### src/rtl/shift_reg_univ.sv
// Universal WIDTH-bit register: hold, shift right/left, parallel load, preset/clear,
// plus an automatic LSB-first serialiser with busy/done status.
module shift_reg_univ #(
  parameter int unsigned            WIDTH      = 8,
  parameter logic [WIDTH-1:0]       RESET_VAL  = '0,
  parameter logic [WIDTH-1:0]       PRESET_VAL = {WIDTH{1'b1}}
) (
  input  logic             clk,
  input  logic             clr,
  input  logic             pr,
  input  logic             en,
  input  logic [1:0]       mode,
  input  logic [WIDTH-1:0] d,
  input  logic             sin_r,
  input  logic             sin_l,
  input  logic             start,
  output logic [WIDTH-1:0] q,
  output logic             sout_r,
  output logic             sout_l,
  output logic             busy,
  output logic             done
);

  localparam int unsigned CW = $clog2(WIDTH + 1);

  logic [WIDTH-1:0] q_q, q_d;
  logic [CW-1:0]    cnt_q, cnt_d;
  logic             busy_q, busy_d;
  logic             done_q, done_d;

  always_comb begin
    q_d    = q_q;
    cnt_d  = cnt_q;
    busy_d = busy_q;
    done_d = 1'b0;
    if (busy_q) begin
      // Serialisation owns the register; start/en/mode are ignored until it ends.
      q_d   = {sin_r, q_q[WIDTH-1:1]};
      cnt_d = cnt_q - CW'(1);
      if (cnt_q == CW'(1)) begin
        busy_d = 1'b0;
        done_d = 1'b1;
      end
    end else if (start) begin
      q_d    = d;
      busy_d = 1'b1;
      cnt_d  = CW'(WIDTH);
    end else if (en) begin
      case (mode)
        2'b01:   q_d = {sin_r, q_q[WIDTH-1:1]};
        2'b10:   q_d = {q_q[WIDTH-2:0], sin_l};
        2'b11:   q_d = d;
        default: q_d = q_q;
      endcase
    end
  end

  // Clear dominates preset; both abort a running serialisation without a done pulse.
  always_ff @(posedge clk) begin
    if (clr) begin
      q_q    <= RESET_VAL;
      cnt_q  <= '0;
      busy_q <= 1'b0;
      done_q <= 1'b0;
    end else if (pr) begin
      q_q    <= PRESET_VAL;
      cnt_q  <= '0;
      busy_q <= 1'b0;
      done_q <= 1'b0;
    end else begin
      q_q    <= q_d;
      cnt_q  <= cnt_d;
      busy_q <= busy_d;
      done_q <= done_d;
    end
  end

  assign q      = q_q;
  assign sout_r = q_q[0];
  assign sout_l = q_q[WIDTH-1];
  assign busy   = busy_q;
  assign done   = done_q;

endmodule
### config.mk
export PLATFORM = sky130hd
export DESIGN_NAME = shift_reg_univ
export DESIGN_NICKNAME = d
export VERILOG_FILES = /design/src/rtl/shift_reg_univ.sv
export SDC_FILE = /design/constraint.sdc
export NUM_CORES = 1
export LEC_CHECK = 0
export ABC_AREA = 1
export BUFFER_PORTS_ARGS = -buffer_cell sky130_fd_sc_hd__buf_2
export CAP_MARGIN = 20
export CORE_MARGIN = 1
export CORE_UTILIZATION = 55
export DETAILED_ROUTE_END_ITERATION = 10
export GPL_TIMING_DRIVEN = 0
export PLACE_DENSITY = 0.86
export REMOVE_ABC_BUFFERS = 1
export SYNTH_ARGS = -nofsm -noshare
export SYNTH_HDL_FRONTEND = slang
export SYNTH_SLANG_ARGS = --single-unit
export TNS_END_PERCENT = 10
### constraint.sdc
create_clock -name clk -period 3.3 [get_ports clk]
set_input_delay 0.66 -clock clk [delete_from_list [all_inputs] [get_ports clk]]
set_output_delay 0.66 -clock clk [all_outputs]
set_load 0.02 [all_outputs]
# Yosys cells after proc, flatten, opt, wreduce, memory -nomap -nowiden
# Cells that the tools add are included.
[totals] reg_bits=14 in_bits=17 out_inout_bits=12 elab_cells=27
[op_classes] add_sub_neg=1 n_eq_ne=4 mux=11 n_bitwise=1 reduce_logical=6
[op_table] op="8-bit 2-to-1 mux" n=4
[op_table] op="8-bit one-hot mux with 3 select lines" n=1
[op_table] op="4-bit 2-to-1 mux" n=2
[op_table] op="6-bit nonzero test" n=1
[op_table] op="2-bit == test (second input constant)" n=2
[op_table] op="4-bit by 1-bit == test with 1-bit output (second input constant)" n=1
[op_table] op="1-bit 2-to-1 mux" n=4
[op_table] op="4-bit nonzero test" n=1
[op_table] op="4-bit by 1-bit subtractor with 4-bit output (second input constant)" n=1
[op_table] op="3-bit OR reduction" n=1
[op_table] op="2-bit by 1-bit == test with 1-bit output (second input constant)" n=1
[op_table] op="2-bit AND reduction" n=1
[op_table] op="2-bit nonzero test" n=1
[op_table] op="2-bit OR reduction" n=1
[op_table] op="1-bit inverter" n=1

# Logic depth before layout (Yosys ltp)
# Gate-level depths: netlist of the first run.
[depth] word_depth=6 ltp_mapped=8 depth_no_buf=7

# Worst setup path before layout of the first run
# Ideal clock, no wire load.
[synth_path] path_type="input -> register" startpoint="input port mode[1]" endpoint="register q_q[1], in the netlist q[1]" setup_ps=115 arrival_ps=1350 t_required_ps=3185 path_slack_ps=1835 cell_stages=6 path_buffers=2 path_cell_list="buf_4 > o21ai_4 > nand3_4 > buf_6 > o21ai_1 > nor2_1"
[synth_between] elab_chain_cells=6 word_cells_on_any_way=10 cone_classes="eq/ne (3); mux (5); reduce/logical (2)"
[synth_lines] item="start: declaration" line_no="12" rtl="input logic [1:0] mode,"
[synth_lines] item="2-bit == test / 2-bit by 1-bit == test with 1-bit output (equally long branches)" line_no="49" rtl="case (mode)"
[synth_lines] item="8-bit one-hot mux with 3 select lines" line_no="49"
[synth_lines] item="8-bit 2-to-1 mux" line_no="48" rtl="end else if (en) begin"
[synth_lines] item="8-bit 2-to-1 mux" line_no="44" rtl="end else if (start) begin"
[synth_lines] item="8-bit 2-to-1 mux" line_no="36" rtl="if (busy_q) begin"
[synth_lines] item="8-bit 2-to-1 mux" line_no="65" rtl="end else if (pr) begin"
[synth_lines] item="end signal: assignment" line_no="71" rtl="q_q <= q_d;"
[synth_lines] item="end: declaration" line_no="26" rtl="logic [WIDTH-1:0] q_q, q_d;"
# Several ways; a longest one is shown, not always the timed one. The select of a mux whose other input is x is not followed.
# A chain may end at the register's enable or synchronous reset.

# Worst setup path after layout of the first run
[layout_path] startpoint="register busy_q, in the netlist busy" endpoint="output port busy"
[layout_rtl] item="start: declaration" line_no="28" rtl="logic busy_q, busy_d;"
[layout_rtl] item="start signal: assignment" line_no="73" rtl="busy_q <= busy_d;"
[layout_rtl] item="end: declaration" line_no="20" rtl="output logic busy,"
# No word-level cell between the ends.

==> results of run 1 <==
==> metrics by stage <==
| stage | cells | instance area (um^2) | power (uW) | hold WS (ns) | utilization |
|---|---|---|---|---|---|
| floorplan | 164 | 959.7 | 270.1 | 0.4581 | - |
| global placement | 217 | 1131 | 311.5 | 0.4683 | 0.6480 |
| detailed placement | 217 | 1131 | 316.1 | 0.4810 | 0.6480 |
| CTS | 221 | 1167 | 441.7 | 0.4951 | 0.6688 |
| global route | 221 | 1167 | 471.2 | 0.5327 | 0.6688 |
| finish | 221 | 1167 | 444.3 | 0.4991 | 0.6688 |
==> final timing paths <==
kind | startpoint | slack (ns) | depth (start not counted) | to
setup / recovery | busy$_SDFF_PP0_ | 1.36 | 1 | busy
hold / removal | cnt_q[0]$_SDFFE_PP0N_ | 0.50 | 2 | cnt_q[0]$_SDFFE_PP0N_
setup reg to reg | busy$_SDFF_PP0_ | 1.53 | 4 | q[0]$_SDFFE_PP0P_
hold reg to reg | cnt_q[0]$_SDFFE_PP0N_ | 0.50 | 2 | cnt_q[0]$_SDFFE_PP0N_
==> per-layer routing <==
layer  GRT usage  wire length (um)  part of all wire  up-vias
met3     0.04762               211             0.078        2
met1      0.3889              1242              0.46      527
met5           0                 0                 0        -
met4     0.09697                16            0.0059        0
li1            -                 -                 -      596
met2      0.4686              1227              0.45       60
==> logic make-up (layout without fill, tap and decap cells) <==
| group | Yosys count | after routing | synth area share |
|---|---|---|---|
| DFF | 14 | 14 | 0.2686 |
| and+or+nand+nor | 109 | 109 | 0.4533 |
| buffers and inverters | 32 | 54 | 0.1595 |
| adders and majority gates | 2 | 2 | 0.02398 |
| AOI/OAI and AO/OA | 17 | 17 | 0.09473 |
==> synthesized netlist by cell type <==
library cell,number,share of area
nand2_1,41,0.15
nand3_1,33,0.16
nor2_1,30,0.11
inv_1,22,0.079
dfxtp_1,14,0.27
o21ai_1,8,0.038
buf_4,6,0.043
a21oi_1,5,0.024
buf_6,3,0.032
ha_1,2,0.024
o21ai_0,2,0.0096
a21boi_0,1,0.0072
buf_2,1,0.0048
nand3_4,1,0.017
nand4_1,1,0.0060
nor2_2,1,0.0060
nor3_1,1,0.0048
nor4_1,1,0.0060
o21ai_4,1,0.016
==> power by group <==
group | leakage (uW) | switching [uW] | internal (uW)
clock network | 0.0000210 | 62.8 | 67.1
logic | 0.000505 | 76.4 | 41.9
registers | 0.000116 | 15.5 | 181
==> state kept, by name, summed over array words and instances, names as in the netlist <==
signal  cells
q           8
cnt_q       4
busy        1
done        1
==> area by class of cell <==
class | count | area share
Clock buffer | 4 | 0.03108
Inverter | 22 | 0.07074
Multi-Input combinational cell | 128 | 0.5113
Sequential cell | 14 | 0.2401
Tap cell | 25 | 0.02680
Timing Repair Buffer | 28 | 0.1200
==> flow_metrics.py, run 1 <==
metrics = {
    "setup_path": {
        "slowest_delay_ns": 0.71,
        "worstPathRequired_ns": 2.64,
        "path_class": "register to output port",
        "cp_num_buf_inv": 1,
        "slowest_stage": "dfxtp_1",
        "critPathArrivalTime_ns": 1.28,
        "start_kind": "register",
        "cp-end-kind": "output port",
        "cp_cell_sequence": "buf_2",
        "critPathTopFamily": "flip-flops",
        "critPathMaxFanout": 16,
    },
    "synth": {
        "syn_inst": 174,
        "synth_area_per_cell_um2": 5.997,
        "ys_seq_area_frac": 0.2686,
        "yosys_warnings": 0,
        "ys_seq_elements": 14,
        "netlist_area_mm2": 0.001044,
        "synth.distinct_cells": 19,
    },
    "floorplan": {
        "rows": 15,
        "die_w_um": 45.56,
        "die_y_um": 45.56,
        "pin_count": 29,
        "core_mm2": 0.001745,
        "die-area_mm2": 0.002075,
        "start_util": 0.5978,
    },
    "layout": {
        "multiInputGateArea_um2": 596.8,
        "regArea_um2": 280.3,
        "nets": 216,
        "final_cell_mix": "nand2_1 (41), nand3_1 (33), nor2_1 (30)",
        "antenna_cells": 0,
        "layout_commonest_cell": "nand2_1",
        "n_fill_cell": 174,
        "final_layout_size_suffix_gt1_frac": 0.1786,
        "syn2layout_area_growth_pct": 11.87,
    },
    "global_route": {
        "grt_pass1_wl_um": 4353,
        "overflow": 0,
        "first_global_vias": 975,
        "antenna_found_initial": 0,
        "grt_max_degree": 20,
        "grtUsageTotal": 0.2903,
    },
    "run_status": {
        "status": "complete, no violations",
    },
    "sta": {
        "setup_viol": 0,
        "tightestPinTransition_ns": 0.6066,
        "min_period_ns": 1.939,
        "skew_ns": 0.006933,
        "fin_crit_sh": 0.5875,
        "drv_slew": 0,
        "hold_viol": 0,
        "rsz0062_at_grt": "false",
        "worst_slack_ns": 1.361,
        "max-slew-margin-rel": 0.5952,
        "max_freq_mhz": 515.8,
        "setup_tns_ns": 0,
    },
    "cts": {
        "cts-htree-levels": 1,
        "clock_sinks": 14,
        "cts_tree": "yes",
        "cts-root-buf": "clkbuf_4",
        "clkTransAtPathRegs_ns": 0.10,
        "cts_buffers": 3,
        "hold_buffers": 0,
        "postCtsSetupRepairBufs": 0,
        "cts_buffer_depth": 2,
        "worst_skew_pair.late_latency_ns": 0.29,
        "cts_resized": 0,
    },
    "run": {
        "maxCapViolCount": 0,
    },
    "hold_path": {
        "hp-class": "register to register",
    },
    "routing": {
        "initialDrtViolationCount": 42,
        "dr_total_vias": 1185,
        "drt-total-wl_um": 2697,
        "ant_nets": 0,
        "routed_via_density": 5.362,
        "drc": 0,
        "wl_per_cell_um": 12.20,
        "first_pass_iters": 4,
    },
    "power_and_ir_drop": {
        "vdd_drop_max_mv": 0.2439,
        "power.density_mw_per_mm2": 380.6,
        "p_leak_uw": 0.0006423,
    },
    "place": {
        "hpwl_um": 1837,
        "io_buffers": 28,
        "pre_cts_ws_ns": 1.313,
        "gp_congestion": 0.8251,
    },
}
Note: power is estimated with default switching activity, not from simulation.
==> run 2, diff against run 1 <==
--- a/config.mk
+++ b/config.mk
@@ -9,10 +9,10 @@
 export BUFFER_PORTS_ARGS = -buffer_cell sky130_fd_sc_hd__buf_2
 export CAP_MARGIN = 20
 export CORE_MARGIN = 1
-export CORE_UTILIZATION = 55
+export CORE_UTILIZATION = 46
 export DETAILED_ROUTE_END_ITERATION = 10
 export GPL_TIMING_DRIVEN = 0
-export PLACE_DENSITY = 0.86
+export PLACE_DENSITY = 0.77
 export REMOVE_ABC_BUFFERS = 1
 export SYNTH_ARGS = -nofsm -noshare
 export SYNTH_HDL_FRONTEND = slang
==> constraint.sdc (replaced) <==
create_clock -name clk -period 1.6 [get_ports clk]
set_input_delay 0.32 -clock clk [delete_from_list [all_inputs] [get_ports clk]]
set_output_delay 0.32 -clock clk [all_outputs]
set_load 0.02 [all_outputs]
==> run 2 against run 1 <==
  * Power grew 100%
  * Cell count grew 0.90%
  * Critical path type is now register to register
  * Flip-flop and latch count is the same
==> flow_metrics.py, run 2 (synthesis gave the netlist of run 1 again) <==
metrics = {
    "sta": {
        "min_period_ns": 1.439,
        "max_freq_mhz": 695.1,
        "fin_crit_sh": 0.8991,
        "drv_slew": 0,
        "whs_ns": 0.3158,
        "setup_viol": 0,
        "max-slew-margin-rel": 0.7346,
        "tightestPinTransition_ns": 0.3976,
        "skew_ns": 0.003490,
        "hold_viol": 0,
        "rsz0062_at_grt": "false",
    },
    "setup_path": {
        "critPathMaxFanout": 16,
        "cp-end-kind": "register",
        "cp_cell_sequence": "inv_1 -> nand3_1 -> nand2_1 -> nor2_1 -> nand2_1 -> nor2_1 -> nor2_1",
        "critPathLaunch": "busy$_SDFF_PP0_",
        "critPathArrivalTime_ns": 1.62,
        "cp-endpoint": "q[0]$_SDFFE_PP0P_",
        "slowest_delay_ns": 0.56,
        "path_class": "register to register",
        "reg2reg_slack_ns": 0.16,
        "start_kind": "register",
        "r2r-start": "busy$_SDFF_PP0_",
        "slowest_stage": "dfxtp_2",
        "reg2reg_depth": 7,
        "r2r-end": "q[0]$_SDFFE_PP0P_",
        "crit_path_frequent_cell": "nor2_1",
        "worstPathRequired_ns": 1.78,
    },
    "floorplan": {
        "pin_count": 29,
        "die-area_mm2": 0.002463,
        "core_mm2": 0.002042,
        "rows": 16,
        "die_w_um": 49.63,
        "start_util": 0.5110,
        "die_y_um": 49.63,
    },
    "layout": {
        "largest_register_ffs": 8,
        "regArea_um2": 281.5,
        "antenna_cells": 0,
        "final_layout_size_suffix_gt1_frac": 0.1837,
        "n_fill_cell": 219,
        "layout_commonest_cell": "nand2_1",
        "nets": 216,
        "multiInputGateArea_um2": 601.8,
        "final_cell_mix": "nand2_1 (41), nand3_1 (33), nor2_1 (30)",
        "finalNonFillerCells": 223,
        "syn2layout_area_growth_pct": 12.71,
        "fin_util": 0.5760,
    },
    "cts": {
        "clock_sinks": 14,
        "hold_buffers": 0,
        "cts-htree-levels": 1,
        "clkTransAtPathRegs_ns": 0.09,
        "cts-root-buf": "clkbuf_4",
        "cts_buffer_depth": 2,
        "worst_skew_pair.late_latency_ns": 0.28,
        "cts_buffers": 3,
        "cts_tree": "yes",
    },
    "routing": {
        "drt-total-wl_um": 2590,
        "initialDrtViolationCount": 49,
        "dr_total_vias": 1151,
        "ant_nets": 0,
        "first_pass_iters": 4,
        "wl_per_cell_um": 11.61,
        "drc": 0,
        "routed_via_density": 5.161,
    },
    "place": {
        "hpwl_um": 1794,
        "io_buffers": 28,
        "dp.cells": 219,
        "gp_congestion": 0.8608,
    },
    "hold_path": {
        "hp-class": "input pin to register",
    },
    "global_route": {
        "grt_pass1_wl_um": 4850,
        "antenna_found_initial": 0,
        "overflow": 0,
        "grtUsageTotal": 0.2498,
        "first_global_vias": 1065,
        "grt_max_degree": 20,
    },
    "run_status": {
        "status": "complete, no violations",
    },
    "run": {
        "maxCapViolCount": 0,
    },
    "power_and_ir_drop": {
        "p_leak_uw": 0.0006439,
        "finalPower_uw": 910.1,
        "power.density_mw_per_mm2": 773.8,
        "vdd_drop_max_mv": 0.5568,
    },
}
[run 2: cell count changes in the layout (fill, tap and decap cells not counted)]
cell     delta
nor2_2      -1
dfxtp_2     +1
nor2_4      +1
dfxtp_1     -1
[run 2: metal layers]
metal | vias up | routed length (um) | track usage
li1 | 593 | - | -
met1 | 495 | 1214 | 0.3490
met2 | 61 | 1099 | 0.3986
met3 | 2 | 263 | 0.03086
met4 | 0 | 13 | 0.07143
met5 | - | 0 | 0
[run 2: final cells by class]
class,count,area share
tap,27,0.02872
clock buffer,4,0.03085
timing repair buffer,28,0.1191
inverter,22,0.07021
sequential,14,0.2394
multi-input combinational,128,0.5117
[run 2: worst min path at each step]
stage | startpoint | endpoint | cells after the start
floorplan | cnt_q[0]$_SDFFE_PP0N_ | cnt_q[0]$_SDFFE_PP0N_ | 2
global placement | cnt_q[0]$_SDFFE_PP0N_ | cnt_q[0]$_SDFFE_PP0N_ | 2
detailed placement | cnt_q[0]$_SDFFE_PP0N_ | cnt_q[0]$_SDFFE_PP0N_ | 2
CTS | clr | cnt_q[3]$_SDFFE_PP0N_ | 4
global route | clr | cnt_q[3]$_SDFFE_PP0N_ | 4
finish | clr | cnt_q[3]$_SDFFE_PP0N_ | 4
[run 2: repair_timing]
item | 4_1_cts | 5_1_grt
gates resized for setup | 2 | 0
buffers inserted | 0 | 0
setup endpoints to repair | 9 | 0
[run 2: metrics by stage]
| stage | setup TNS, ns | worst slack [ns] | instance area (um^2) |
|---|---|---|---|
| after global placement | -0.3075 | -0.04068 | 1134 |
| after detailed placement | -0.4605 | -0.07223 | 1134 |
| after floorplan | 0 | 0.1671 | 959.7 |
| after CTS | 0 | 0.1810 | 1176 |
| after global routing | 0 | 0.01380 | 1176 |
| final | 0 | 0.1614 | 1176 |
[run 2: report_power, final]
part	leakage [uW]	internal (uW)	total, uW	switching [uW]
Sequential	0.000116	373	405	32.9
Combinational	0.000507	86.9	241	155
Clock	0.0000210	139	263	125
[run 2: critical path: cells and delay by family (launching register included)]
family                 cells  cell delay, ns
buffers and inverters      1            0.30
and+or+nand+nor            6            0.47
DFF                        1            0.56
